==> src/rtl/exu_seq_pkg.sv <==
// Shared constants for the EXU execute sequencer: widths, instruction ids,
// ALU function codes and sequencer state encodings.
package exu_seq_pkg;

  localparam int ISA_WIDTH       = 32;
  localparam int INST_NUM_WIDTH  = 4;
  localparam int IMM_WIDTH       = 32;
  localparam int ALU_FUNC_WIDTH  = 3;
  localparam int SEQ_STATE_WIDTH = 3;

  // Ids not listed here (0, 13..15) are treated as unknown instructions.
  localparam logic [INST_NUM_WIDTH-1:0] INST_AUIPC  = 4'd1;
  localparam logic [INST_NUM_WIDTH-1:0] INST_JAL    = 4'd2;
  localparam logic [INST_NUM_WIDTH-1:0] INST_JALR   = 4'd3;
  localparam logic [INST_NUM_WIDTH-1:0] INST_BEQ    = 4'd4;
  localparam logic [INST_NUM_WIDTH-1:0] INST_BNE    = 4'd5;
  localparam logic [INST_NUM_WIDTH-1:0] INST_LW     = 4'd6;
  localparam logic [INST_NUM_WIDTH-1:0] INST_SW     = 4'd7;
  localparam logic [INST_NUM_WIDTH-1:0] INST_ADDI   = 4'd8;
  localparam logic [INST_NUM_WIDTH-1:0] INST_SLTIU  = 4'd9;
  localparam logic [INST_NUM_WIDTH-1:0] INST_ADD    = 4'd10;
  localparam logic [INST_NUM_WIDTH-1:0] INST_SUB    = 4'd11;
  localparam logic [INST_NUM_WIDTH-1:0] INST_EBREAK = 4'd12;

  localparam logic [ALU_FUNC_WIDTH-1:0] NO_FUNC = 3'd0;
  localparam logic [ALU_FUNC_WIDTH-1:0] ADD     = 3'd1;
  localparam logic [ALU_FUNC_WIDTH-1:0] SUB     = 3'd2;
  localparam logic [ALU_FUNC_WIDTH-1:0] EQ      = 3'd3;
  localparam logic [ALU_FUNC_WIDTH-1:0] NE      = 3'd4;
  localparam logic [ALU_FUNC_WIDTH-1:0] LESS_U  = 3'd5;

  typedef enum logic [SEQ_STATE_WIDTH-1:0] {
    SEQ_IDLE = 3'd0,
    SEQ_OP   = 3'd1,
    SEQ_MEM  = 3'd2,
    SEQ_TGT  = 3'd3,
    SEQ_DONE = 3'd4
  } seq_state_e;

  function automatic logic is_mem(input logic [INST_NUM_WIDTH-1:0] inst);
    return (inst == INST_LW) || (inst == INST_SW);
  endfunction

  function automatic logic is_ctrl(input logic [INST_NUM_WIDTH-1:0] inst);
    return (inst == INST_JAL) || (inst == INST_JALR) ||
           (inst == INST_BEQ) || (inst == INST_BNE);
  endfunction

  function automatic logic writes_rd(input logic [INST_NUM_WIDTH-1:0] inst);
    case (inst)
      INST_AUIPC, INST_JAL, INST_JALR, INST_LW,
      INST_ADDI, INST_SLTIU, INST_ADD, INST_SUB: return 1'b1;
      default:                                   return 1'b0;
    endcase
  endfunction

endpackage

==> src/rtl/exu_seq.sv <==
// Multi-cycle execute sequencer sharing one ALU across OP and TGT phases,
// with a MEM phase for lw/sw. Optional EXU_SEQ_FAST_PC_EN lets non-control
// instructions skip TGT using a private pc+4 incrementer.
//
// Handshakes: a transfer happens on a rising clk edge where valid and ready
// are both high; valid never waits on ready, and the producer holds its
// payload stable while valid is high and ready is low.
module exu_seq
  import exu_seq_pkg::*;
(
  input  logic                      clk,
  input  logic                      rst,
  input  logic                      in_valid,
  output logic                      in_ready,
  input  logic [INST_NUM_WIDTH-1:0] inst_num,
  input  logic [IMM_WIDTH-1:0]      imm,
  input  logic [ISA_WIDTH-1:0]      pc,
  input  logic [ISA_WIDTH-1:0]      src1,
  input  logic [ISA_WIDTH-1:0]      src2,
  output logic [ISA_WIDTH-1:0]      alu_a,
  output logic [ISA_WIDTH-1:0]      alu_b,
  output logic [ALU_FUNC_WIDTH-1:0] alu_func,
  input  logic [ISA_WIDTH-1:0]      alu_result,
  output logic                      mem_req,
  output logic                      mem_wen,
  output logic [ISA_WIDTH-1:0]      mem_addr,
  output logic [ISA_WIDTH-1:0]      mem_wdata,
  input  logic                      mem_ack,
  input  logic [ISA_WIDTH-1:0]      mem_rdata,
  output logic                      out_valid,
  input  logic                      out_ready,
  output logic                      wb_en,
  output logic [ISA_WIDTH-1:0]      wb_data,
  output logic [ISA_WIDTH-1:0]      next_pc,
  output logic                      ebreak,
  output logic [SEQ_STATE_WIDTH-1:0] dbg_state
);

`ifdef EXU_SEQ_FAST_PC_EN
  localparam bit FAST_PC = 1'b1;
`else
  localparam bit FAST_PC = 1'b0;
`endif

  localparam logic [ISA_WIDTH-1:0] FOUR = 32'd4;

  seq_state_e                state_q, state_d;
  logic [INST_NUM_WIDTH-1:0] inst_q, inst_d;
  logic [IMM_WIDTH-1:0]      imm_q, imm_d;
  logic [ISA_WIDTH-1:0]      pc_q, pc_d;
  logic [ISA_WIDTH-1:0]      src1_q, src1_d;
  logic [ISA_WIDTH-1:0]      src2_q, src2_d;
  logic [ISA_WIDTH-1:0]      res_q, res_d;
  logic [ISA_WIDTH-1:0]      next_pc_q, next_pc_d;
  logic                      skip_tgt;

  assign dbg_state = state_q;
  // Only control-flow instructions need the ALU for their target when fast PC is on.
  assign skip_tgt  = FAST_PC && !is_ctrl(inst_q);

  always_ff @(posedge clk) begin
    if (rst) begin
      state_q   <= SEQ_IDLE;
      inst_q    <= '0;
      imm_q     <= '0;
      pc_q      <= '0;
      src1_q    <= '0;
      src2_q    <= '0;
      res_q     <= '0;
      next_pc_q <= '0;
    end else begin
      state_q   <= state_d;
      inst_q    <= inst_d;
      imm_q     <= imm_d;
      pc_q      <= pc_d;
      src1_q    <= src1_d;
      src2_q    <= src2_d;
      res_q     <= res_d;
      next_pc_q <= next_pc_d;
    end
  end

  always_comb begin
    state_d   = state_q;
    inst_d    = inst_q;
    imm_d     = imm_q;
    pc_d      = pc_q;
    src1_d    = src1_q;
    src2_d    = src2_q;
    res_d     = res_q;
    next_pc_d = next_pc_q;
    in_ready  = 1'b0;
    alu_a     = '0;
    alu_b     = '0;
    alu_func  = NO_FUNC;
    mem_req   = 1'b0;
    mem_wen   = 1'b0;
    mem_addr  = '0;
    mem_wdata = '0;
    out_valid = 1'b0;
    wb_en     = 1'b0;
    wb_data   = '0;
    next_pc   = '0;
    ebreak    = 1'b0;

    case (state_q)
      SEQ_IDLE: begin
        in_ready = 1'b1;
        if (in_valid) begin
          inst_d  = inst_num;
          imm_d   = imm;
          pc_d    = pc;
          src1_d  = src1;
          src2_d  = src2;
          state_d = SEQ_OP;
        end
      end

      SEQ_OP: begin
        case (inst_q)
          INST_AUIPC:                    begin alu_a = pc_q;   alu_b = imm_q;  alu_func = ADD;    end
          INST_JAL, INST_JALR:           begin alu_a = pc_q;   alu_b = FOUR;   alu_func = ADD;    end
          INST_BEQ:                      begin alu_a = src1_q; alu_b = src2_q; alu_func = EQ;     end
          INST_BNE:                      begin alu_a = src1_q; alu_b = src2_q; alu_func = NE;     end
          INST_LW, INST_SW, INST_ADDI:   begin alu_a = src1_q; alu_b = imm_q;  alu_func = ADD;    end
          INST_SLTIU:                    begin alu_a = src1_q; alu_b = imm_q;  alu_func = LESS_U; end
          INST_ADD:                      begin alu_a = src1_q; alu_b = src2_q; alu_func = ADD;    end
          INST_SUB:                      begin alu_a = src1_q; alu_b = src2_q; alu_func = SUB;    end
          default:                       begin alu_a = '0;     alu_b = '0;     alu_func = NO_FUNC; end
        endcase
        res_d = alu_result;
        if (FAST_PC) next_pc_d = pc_q + FOUR;
        if (is_mem(inst_q))  state_d = SEQ_MEM;
        else if (skip_tgt)   state_d = SEQ_DONE;
        else                 state_d = SEQ_TGT;
      end

      SEQ_MEM: begin
        mem_req   = 1'b1;
        mem_addr  = res_q;
        mem_wen   = (inst_q == INST_SW);
        mem_wdata = src2_q;
        if (mem_ack) begin
          if (inst_q == INST_LW) res_d = mem_rdata;
          state_d = skip_tgt ? SEQ_DONE : SEQ_TGT;
        end
      end

      SEQ_TGT: begin
        alu_func = ADD;
        case (inst_q)
          INST_JAL:           begin alu_a = pc_q;   alu_b = imm_q; end
          INST_JALR:          begin alu_a = src1_q; alu_b = imm_q; end
          INST_BEQ, INST_BNE: begin alu_a = pc_q;   alu_b = res_q[0] ? imm_q : FOUR; end
          default:            begin alu_a = pc_q;   alu_b = FOUR;  end
        endcase
        next_pc_d = (inst_q == INST_JALR) ? {alu_result[ISA_WIDTH-1:1], 1'b0} : alu_result;
        state_d   = SEQ_DONE;
      end

      SEQ_DONE: begin
        out_valid = 1'b1;
        wb_en     = writes_rd(inst_q);
        wb_data   = res_q;
        next_pc   = next_pc_q;
        ebreak    = (inst_q == INST_EBREAK);
        if (out_ready) state_d = SEQ_IDLE;
      end

      default: state_d = SEQ_IDLE;
    endcase
  end

endmodule

==> config.mk <==
export PLATFORM = sky130hd
export DESIGN_NAME = exu_seq
export DESIGN_NICKNAME = d
export VERILOG_FILES = /design/src/rtl/exu_seq_pkg.sv /design/src/rtl/exu_seq.sv
export SDC_FILE = /design/constraint.sdc
export NUM_CORES = 1
export LEC_CHECK = 0
export BUFFER_PORTS_ARGS = -buffer_cell sky130_fd_sc_hd__buf_4
export CORE_AREA = 8 8 152 154
export DETAILED_ROUTE_END_ITERATION = 8
export DIE_AREA = 0 0 160 162
export GPL_TIMING_DRIVEN = 0
export HOLD_SLACK_MARGIN = 0.02
export MAX_ROUTING_LAYER = met4
export PLACE_DENSITY = 0.76
export REMOVE_ABC_BUFFERS = 1
export SLEW_MARGIN = 20
export SYNTH_ARGS = -nofsm -noshare
export SYNTH_HDL_FRONTEND = slang
export SYNTH_SLANG_ARGS = --single-unit
==> constraint.sdc <==
create_clock -name clk -period 3.6 [get_ports clk]
set_input_delay 0.18 -clock clk [delete_from_list [all_inputs] [get_ports clk]]
set_output_delay 0.18 -clock clk [all_outputs]
set_load 0.005 [all_outputs]
==> results.sh <==
export IMPL_core_um2=20690
export IMPL_critPathMaxFanout=16
export IMPL_cts_root_buf="clkbuf_16"
export IMPL_p_int_uw=4324
export IMPL_hold_buffers=164
export IMPL_grt_max_degree=103
export IMPL_drc=0
export IMPL_cts_made_buffers=17
export IMPL_final_max_slew_violation_count=0
export IMPL_postRouteAntennaNets=0
export IMPL_pwr_share_comb_pct=30.0
export IMPL_worstMarginPinSlew_ns=0.7826
export IMPL_fp_dieW_um=160
export IMPL_grt_pass1_vias=10440
export IMPL_synth_ff_type="dfxtp_1"
export IMPL_period_minus_slack_ns=3.024
export IMPL_drv_cap=0
export IMPL_syn_avg_cell_area_um2=7.897
export IMPL_hold_violations=0
export IMPL_ys_warn_count=0
export IMPL_yosysTopAreaCell="dfxtp_1"
export IMPL_pin_count=405
export IMPL_ys_seq_area_share_pct=43.60
export IMPL_post_place_ws_ns=0.8952
export IMPL_final_cell_count_no_fill=1951
export IMPL_drt_wl_total_um=37610
export IMPL_fill_cells=1454
export IMPL_dieArea_um2=25920
export IMPL_period_share_pct=83.99
export IMPL_die_h_um=162
export IMPL_critical_path_arrival_ns=2.84
export IMPL_top_layer_used="met4"
export IMPL_clock_latency_ns=0.44
export IMPL_slowest_stage="nor3b_2"
export IMPL_status="complete, no violations"
export IMPL_dp_hpwl_um=24530
export IMPL_yosys_top_cells_area="dfxtp_1 44%, nand2_1 14%, a21oi_1 9.5%, a22o_1 6.0%, and2_1 4.5%"
export IMPL_crit_path_end_kind="primary output"
export IMPL_fmax_mhz=330.7
export IMPL_setup_viol=0
export IMPL_synth_enable_flop_cells=0
export IMPL_rsz0062_at_grt="false"
export IMPL_p_clk_share_pct=28.8
export IMPL_rows=53
export IMPL_start_kind="register"
export IMPL_power_switching_uw=2305
export IMPL_avgRoutedWirePerCell_um=19.28
export IMPL_worst_slack_ns=0.5762
export IMPL_critical_path_class="register to primary output"
export IMPL_syn_inst=1163
export IMPL_overflow=0
export IMPL_cts_resized=0
export IMPL_layout_drive_gt1_share_pct=29.63
export IMPL_post_cts_setup_buffers=0
export IMPL_synthTopCellsByCount="333 x nand2_1, 200 x dfxtp_1, 174 x a21oi_1, 79 x clkbuf_1, 66 x and2_1"
export IMPL_hold_class="primary input to register"
export IMPL_required_ns=3.42
export IMPL_ir_worst_vdd_mv=0.3121
export IMPL_clock_skew_ns=0.01249
export IMPL_start_util_pct=44.39
export IMPL_post_synth_top_count_cell="nand2_1"
export IMPL_dp_cells=1753
export IMPL_grt_use_total_pct=28.22
export IMPL_grt_pass1_wl_um=57350
export IMPL_cts_tree="built"
export IMPL_portBuffers=404
export IMPL_ys_types=38
export IMPL_cpMostUsedCell="buf_4"
export IMPL_wl_met1_um=14900
export IMPL_grt_antenna_before_repair=2
export IMPL_wl_met2_um=17950
export IMPL_drt_vias_per_instance=5.364
export IMPL_netlist_area_um2=9184
export IMPL_power_density_nw_per_um2=447.6
export IMPL_cts_sinks=200
export IMPL_sw_frac_of_total_pct=34.77
export IMPL_p_seq_share_pct=41.2
export IMPL_route_met3_wl_um=3165
export IMPL_routabilityCongestion=0.8278
export IMPL_synth_top_area_share_pct=43.60
export IMPL_num_vias=10470
export IMPL_drt_pass1_iter_count=5
export IMPL_fin_nets=1866
export IMPL_area_growth_pct=61.29
export IMPL_p_leak_uw=0.006738
export IMPL_cts_htree_levels=4
export IMPL_crit_chain="nor3b_2 > buf_6 > buf_6 > buf_4 > buf_4 > and2_1 > buf_4"
export IMPL_ys_async_sr_fraction_pct=0
export IMPL_drtIter0Drc=791
export IMPL_max_slew_margin_pct=47.83
export IMPL_holdWs_ns=0.07958
export IMPL_synth_seq_cells=200
export IMPL_cp_slowest_stage_delay_ns=0.68
export IMPL_cts_buffer_depth=2
export IMPL_path_clk_slew_ns=0.08
## power by group through the flow
stage / combinational, µW / clock [µW] / sequential (µW)
after floorplan: 949 / 0 / 2700
after global placement: 1610 / 0 / 2770
after detailed placement: 1800 / 0 / 2770
after CTS: 1960 / 1940 / 2710
after global routing: 2150 / 2030 / 2760
final: 1990 / 1910 / 2730
## area by class of cell
class	instances	area, µm²	share of cell area [%]
Tap cell	275	344.1	2.323
Inverter	5	18.77	0.1267
Antenna cell	2	5.005	0.03379
Sequential cell	200	4008	27.05
Multi-Input combinational cell	850	4772	32.22
Clock inverter	14	158.9	1.073
Timing Repair Buffer	587	5077	34.28
Clock buffer	18	429.2	2.897
## layer usage
metal  vias to the layer above  GRT usage [%]
met3                        99          7.846
met4                         0          14.15
met1                      4926          31.99
li1                       4926              -
met2                       514          45.40
met5                         -              -
## flip-flops by register name, indices dropped and copies added (netlist names), named ones only
signal / cells
res_q: 32
src2_q: 32
inst_q: 4
src1_q: 32
pc_q: 32
imm_q: 32
next_pc_q: 32
dbg_state: 3
## through the flow
step / power (µW) / util [%] / instance area (µm²) / setup TNS, ns
2_1_floorplan: 3651 / - / 8717 / -61.46
3_3_place_gp: 4380 / 58.45 / 12090 / -893.88
3_5_place_dp: 4569 / 60.79 / 12580 / 0
4_1_cts: 6610 / 71.57 / 14810 / 0
5_1_grt: 6941 / 71.60 / 14810 / 0
6_report: 6630 / 71.60 / 14810 / 0
## layout by cell type (no fill, tap or decap), types with 10 or more instances in the layout
master         instances
a211oi_2              28
buf_4                405
and3_1                65
nand2_1              331
and2_1                65
dlygate4sd3_1        164
a22o_1                63
a21oi_1              172
buf_16                10
nor2_1                37
mux2i_1               36
clkbuf_16             17
dfxtp_1              199
## cells by family (layout without fill, tap and decap cells)
family	Yosys count	count (layout)	share of synthesized area, %
flops	200	200	43.60
simple gates	525	525	25.68
buf+inv	113	624	5.286
compound gates	285	285	20.97
other cells	0	2	0
mux	36	36	3.924
fa+ha+maj	4	4	0.5450
## path summary, 6_finish.rpt
kind / startpoint / endpoint / slack, ns / cells after the start
max: dbg_state[2] / wb_data[27] / 0.58 / 7
min: out_ready / dbg_state[2] / 0.08 / 4
max reg2reg: dbg_state[1] / res_q[25] / 0.90 / 6
min reg2reg: next_pc_q[8] / next_pc_q[8] / 0.45 / 2
## critical path: cells and delay by family, from the launching register on
family                 cells  cell delay, ns
buffers and inverters      5            0.95
AND/OR/NAND/NOR            2            0.85
flip-flops                 1            0.58
(Power assumes the default switching activity.)
